`src/rtl/vend_pkg.sv`:
```
// Shared types for the water vending machine payout path: coin codes,
// payout FSM states and the queued job record.
package vend_pkg;

  localparam logic [1:0] COIN_NONE = 2'b00;
  localparam logic [1:0] COIN_5    = 2'b01;
  localparam logic [1:0] COIN_10   = 2'b10;

  typedef enum logic [2:0] {
    ST_IDLE     = 3'd0,
    ST_DISPENSE = 3'd1,
    ST_FIRE     = 3'd2,
    ST_WAIT     = 3'd3,
    ST_FAULT    = 3'd4
  } payout_state_t;

  typedef struct packed {
    logic       bottle;
    logic [1:0] coins;
  } job_t;

endpackage

```
`src/rtl/vend_job_fifo.sv`:
```
// Synchronous job queue for the payout sequencer; head word is visible on
// dout whenever empty is low (first-word fall-through).
module vend_job_fifo
  import vend_pkg::*;
#(
  parameter int DEPTH = 4
) (
  input  logic                     clk,
  input  logic                     rst,
  input  logic                     push,
  input  logic                     pop,
  input  job_t                     din,
  output job_t                     dout,
  output logic                     full,
  output logic                     empty,
  output logic [$clog2(DEPTH):0]   count
);

  localparam int AW = $clog2(DEPTH);
  localparam logic [AW:0] FULL_CNT = (AW+1)'(DEPTH);

  job_t          mem [DEPTH];
  logic [AW-1:0] wr_ptr;
  logic [AW-1:0] rd_ptr;
  logic          do_push;
  logic          do_pop;

  assign full  = (count == FULL_CNT);
  assign empty = (count == '0);
  assign dout  = mem[rd_ptr];

  // A push into a full queue still lands when the head leaves in the same cycle.
  assign do_pop  = pop && !empty;
  assign do_push = push && (!full || do_pop);

  always_ff @(posedge clk) begin
    if (do_push) begin
      mem[wr_ptr] <= din;
    end
  end

  always_ff @(posedge clk) begin
    if (rst) begin
      wr_ptr <= '0;
      rd_ptr <= '0;
      count  <= '0;
    end else begin
      if (do_push) wr_ptr <= wr_ptr + 1'b1;
      if (do_pop)  rd_ptr <= rd_ptr + 1'b1;
      case ({do_push, do_pop})
        2'b10:   count <= count + 1'b1;
        2'b01:   count <= count - 1'b1;
        default: count <= count;
      endcase
    end
  end

endmodule

```
`src/rtl/vend_payout.sv`:
```
// Payout sequencer: queues bottle/change jobs and drives motor then hopper,
// one coin per sensor handshake. Jam timeout built when VEND_PAYOUT_TIMEOUT_EN is defined.
module vend_payout
  import vend_pkg::*;
#(
  parameter int FIFO_DEPTH  = 4,
  parameter int TIMEOUT_CYC = 1000
) (
  input  logic                          clk,
  input  logic                          rst,
  input  logic                          out_req,
  input  logic [1:0]                    change_req,
  input  logic                          bottle_drop,
  input  logic                          coin_out,
  input  logic                          fault_clr,
  output logic                          motor_on,
  output logic                          hopper_fire,
  output logic                          busy,
  output logic                          fault,
  output logic                          overflow,
  output logic [$clog2(FIFO_DEPTH):0]   pending,
  output logic [2:0]                    dbg_state
);

  payout_state_t state;
  payout_state_t state_next;
  logic [1:0]    coins;
  logic [1:0]    coins_next;
  logic          req;
  logic          pop;
  logic          full;
  logic          empty;
  job_t          req_job;
  job_t          head;
  logic          tmo_hit;

  // Queue handshake: the producer offers a job every cycle req is high and
  // never waits; the sequencer takes the head (pop) only in IDLE with empty low.
  assign req     = out_req || (change_req != COIN_NONE);
  assign req_job = '{bottle: out_req, coins: change_req};

  vend_job_fifo #(.DEPTH(FIFO_DEPTH)) u_fifo (
    .clk   (clk),
    .rst   (rst),
    .push  (req),
    .pop   (pop),
    .din   (req_job),
    .dout  (head),
    .full  (full),
    .empty (empty),
    .count (pending)
  );

`ifdef VEND_PAYOUT_TIMEOUT_EN
  localparam int TW = $clog2(TIMEOUT_CYC + 1);
  logic [TW-1:0] tmo_cnt;

  // Hit one count early so FAULT is entered on the edge the count reaches TIMEOUT_CYC.
  assign tmo_hit = (tmo_cnt == TW'(TIMEOUT_CYC - 1));
  assign fault   = (state == ST_FAULT);

  always_ff @(posedge clk) begin
    if (rst || (state_next != state)) begin
      tmo_cnt <= '0;
    end else if ((state == ST_DISPENSE) || (state == ST_WAIT)) begin
      tmo_cnt <= tmo_cnt + 1'b1;
    end
  end
`else
  logic unused_fault_clr;
  assign unused_fault_clr = fault_clr;
  assign tmo_hit          = 1'b0;
  assign fault            = 1'b0;
`endif

  always_ff @(posedge clk) begin
    if (rst) begin
      state    <= ST_IDLE;
      coins    <= '0;
      overflow <= 1'b0;
    end else begin
      state    <= state_next;
      coins    <= coins_next;
      overflow <= req && full && !pop;
    end
  end

  always_comb begin
    state_next  = state;
    coins_next  = coins;
    pop         = 1'b0;
    motor_on    = 1'b0;
    hopper_fire = 1'b0;
    case (state)
      ST_IDLE: begin
        if (!empty) begin
          pop        = 1'b1;
          coins_next = head.coins;
          state_next = head.bottle ? ST_DISPENSE : ST_FIRE;
        end
      end
      ST_DISPENSE: begin
        motor_on = 1'b1;
        if (bottle_drop) begin
          state_next = (coins != 2'd0) ? ST_FIRE : ST_IDLE;
        end else if (tmo_hit) begin
          state_next = ST_FAULT;
          coins_next = '0;
        end
      end
      ST_FIRE: begin
        hopper_fire = 1'b1;
        state_next  = ST_WAIT;
      end
      ST_WAIT: begin
        if (coin_out) begin
          coins_next = coins - 2'd1;
          state_next = (coins_next != 2'd0) ? ST_FIRE : ST_IDLE;
        end else if (tmo_hit) begin
          state_next = ST_FAULT;
          coins_next = '0;
        end
      end
      ST_FAULT: begin
`ifdef VEND_PAYOUT_TIMEOUT_EN
        if (fault_clr) state_next = ST_IDLE;
`else
        state_next = ST_IDLE;
`endif
      end
      default: state_next = ST_IDLE;
    endcase
  end

  assign busy      = (state != ST_IDLE) || !empty;
  assign dbg_state = state;

endmodule

```
`config.mk`:
```
export PLATFORM = sky130hd
export DESIGN_NAME = vend_payout
export DESIGN_NICKNAME = d
export VERILOG_FILES = /design/src/rtl/vend_pkg.sv /design/src/rtl/vend_job_fifo.sv /design/src/rtl/vend_payout.sv
export SDC_FILE = /design/constraint.sdc
export NUM_CORES = 1
export LEC_CHECK = 0
export CAP_MARGIN = 20
export CORE_AREA = 5 5 58 60
export DETAILED_ROUTE_END_ITERATION = 10
export DIE_AREA = 0 0 63 65
export PLACE_DENSITY = 0.72
export SYNTH_ARGS = -nofsm -noshare
export SYNTH_HDL_FRONTEND = slang
export SYNTH_HIERARCHICAL = 1
export SYNTH_SLANG_ARGS = --single-unit
export TNS_END_PERCENT = 1
```
`constraint.sdc`:
```
create_clock -name clk -period 2.6 [get_ports clk]
set_input_delay 0.26 -clock clk [delete_from_list [all_inputs] [get_ports clk]]
set_output_delay 0.26 -clock clk [all_outputs]
set_load 0.01 [all_outputs]
```
==> summary.txt <==
Place
  • HPWL after DPL: 1810 um
  • Buffers on Ports: 15
  • Placer Congestion: 0.770
  • Placed inst area: around 0.0015 sq mm

Floorplan
  • Die ar.: just over 0.004 sq mm
  • Ports: 19
  • Horiz. Die Dim: 63 um
  • Starting Density: 44.0%
  • Die Span Y: 65 um
  • # rows: 20
  • Core area: 0.00288 sq mm

Synthesis
  • Most frequent cell after synthesis: dfxtp_1
  • Post-synthesis xor/xnor area fraction: 2.07%
  • Area fraction of the dominant cell type after synthesis: 28.4%
  • Synth top area cells: edfxtp_1 28%, dfxtp_1 22%, ha_1 6.9%, mux4_2 5.3%, inv_1 3.3%
  • Async set-reset flop share out of synthesis: 0%
  • Mean area per synthesized cell: 11.7 sq um
  • Yosys cell types: 36
  • Adder-Cell Fraction of Synth Area: 8.49%
  • Mapped cell area: about 0.0013 sq mm
  • Number of synthesized flops with an enable pin: 12
  • Post-synth top cells: 14 x dfxtp_1, 12 x edfxtp_1, 11 x inv_1
  • Yosys warnings: 6
  • Syn Inst Count: 108
  • Register area share after synthesis: 50.5%
  • Main combinational cell family by area after synthesis: simple AND/OR/NAND/NOR gates
  • Simple-Gate Fraction of Synth Area: between 10% and 20%
  • Synthesis-stage register bit count: 26
  • Yosys top cell by area: edfxtp_1
  • Main synth FF type: dfxtp_1
  • Post-synthesis mux area share: 7.31%
  • Complex-gate fraction of the synthesized area: just over 7%

Timing
  • Final Cycle Share: 92.1%
  • Setup violators final: 0
  • Min Tclk post-route: 2.39 ns
  • Clock skew: 0.00388 ns
  • Worst Max-Slew Pin Slew: 0.551 ns
  • Max Fclk: 0.418 GHz
  • Max_slew headroom: 63.2%
  • Max-slew violations: 0
  • Final Hold Viols: 0
  • RSZ-0062 raised after global routing: no

Worst setup path
  • CP endpoint kind: register
  • Crit path max-delay cell type: dfxtp_1
  • Crit Path Class: reg -> reg
  • CP required: 2.83 ns
  • Critical path, cell by cell: nor3_2 -> nor3_2 -> o31ai_1 -> inv_1 -> ha_1 -> inv_1 -> fa_1 -> xor2_1 -> or3_2 -> a21oi_1
  • CP arrival: between 2 and 3 ns
  • CP max stage delay: roughly 0.43 ns
  • Crit-path max FO: 6
  • R2R setup slack: 0.21 ns
  • Worst Setup Start Kind: register

Clock tree
  • TritonCTS Buffers: 3
  • Clk Latency, worst-skew pair: 0.31 ns
  • CTS tree: done
  • CTS sink cnt: 26
  • Cell chosen for the clock root: clkbuf_4
  • Clk buf depth: 2
  • Reg clk slew, reported paths: 0.13 ns
  • Postcts setup bufs: 0
  • Max H-tree Level: 1

Finish
  • Ant diodes: 0
  • Final net count: 149
  • Final instance area: between 0.0015 and 0.002 sq mm
  • Share of cells above drive strength 1: 23.5%
  • Area grow syn2layout: 20.1%

Drt
  • Initial DRC count: 40
  • DR DRC count: 0
  • First drt pass iteration count: 4
  • Routed wire length: 2310 um
  • Avg Vias per Cell: 5.11
  • Via count: ~840
  • Routed len/inst: between 10 and 15 um
  • DRT antenna net count: 0

Pwr
  • Total power: between 1.5 and 2 mW
  • Leakage power: 0.601 nW
  • Pwr dens: 1050 mW/mm^2
  • Worst ir drop on vdd: 518 uV

Min path
  • Min-delay worst type: reg -> reg

Global routing
  • All-Layer GR Usage: 12.2%
  • First-pass GRT wire length: between 3000 and 4000 um
  • Gr ovfl total: 0
  • Largest net degree at the start of global routing: 16
  • Vias in the first global route: 871
  • Initial antenna violation count: 0

Run status
  • Run status: finished, final reports clean

Flow run
  • Max Cap Violations: 0
## repair_timing
item,CTS,global route
hold endpoints to repair,0,0
hold buffers,0,0
resized for setup,0,2
setup endpoints to repair,0,1
## critical path: cells and delay by family (launching register included)
family	cells	cell delay [ns]
compound gates	2	0.32
xor+xnor	1	0.16
fa+ha+maj	2	0.54
buf+inv	2	0.15
flops	1	0.43
simple gates	3	0.73
## registers in the layout, indices dropped and copies added, names as in the netlist, named ones only
signal         cells
u_fifo/wr_ptr      2
dbg_state          2
u_fifo/mem        12
u_fifo/rd_ptr      2
coins              2
overflow           1
u_fifo/count       3
## metal layers
metal / up-vias / share of wire (%) / GRT usage (%)
li1: 427 / - / -
met1: 401 / 44 / 13.1
met2: 13 / 51 / 22.3
met3: 2 / 4.9 / 3.12
met4: 0 / 0.91 / 5.57
met5: - / 0 / 0
## per-stage QoR
stage | setup TNS [ns] | hold slack [ns] | std cells | setup WS (ns) | utilization (%)
global placement | -0.0508 | 0.474 | 161 | -0.0508 | 51.9
detailed placement | -0.115 | 0.490 | 161 | -0.115 | 51.9
global route | 0 | 0.545 | 165 | 0.0163 | 52.9
CTS | 0 | 0.509 | 165 | 0.136 | 52.8
finish | 0 | 0.506 | 165 | 0.206 | 52.9
floorplan | 0 | 0.333 | 109 | 0.182 | -
## final timing paths
| check | from | endpoint | depth (start not counted) |
|---|---|---|---|
| setup / recovery | u_fifo/count[2]$_SDFFE_PP0P_ | u_fifo/count[2]$_SDFFE_PP0P_ | 10 |
| hold reg to reg | u_fifo/rd_ptr[1]$_SDFFE_PP0P_ | register | 2 |
| setup reg to reg | u_fifo/count[2]$_SDFFE_PP0P_ | u_fifo/count[2]$_SDFFE_PP0P_ | 10 |
| hold / removal | u_fifo/rd_ptr[1]$_SDFFE_PP0P_ | register | 2 |
## cell usage in the layout, fill, tap and decap left out, types with 2 or more instances in the layout
master / count
a211oi_1: 2
a21oi_1: 3
and2_2: 4
and2b_2: 2
buf_4: 9
clkbuf_4: 3
clkdlybuf4s50_1: 15
conb_1: 2
dfxtp_1: 12
dfxtp_2: 2
edfxtp_1: 12
ha_1: 7
inv_1: 11
mux4_2: 3
nand2_1: 2
nand2b_1: 2
nor2_1: 9
nor3_1: 4
nor3_2: 3
nor4_1: 2
o21ai_0: 3
or3_1: 2
xor2_1: 3
## layout make-up
cell class                      count  area (sq um)
Sequential cell                    26           643
Inverter                           11          41.3
Clock inverter                      1          3.75
Clock buffer                        3          22.5
Timing Repair Buffer               24           218
Fill cell                         252          1360
Multi-Input combinational cell     67           553
Tap cell                           33          41.3
## logic make-up after synthesis
| kind of cell | count (synthesis) |
|---|---|
| AOI/OAI and AO/OA | 13 |
| xor gates and xnor gates | 3 |
| adders and majority gates | 8 |
| buffers and inverters | 16 |
| DFF | 26 |
| muxes | 5 |
| other | 1 |
| and+or+nand+nor | 36 |
## report_power, final
part,internal (mW),switching [mW]
combinational,0.406,0.388
sequential,0.546,0.0897
clock,0.0560,0.110
No activity file was read; power rests on OpenSTA's default activity.
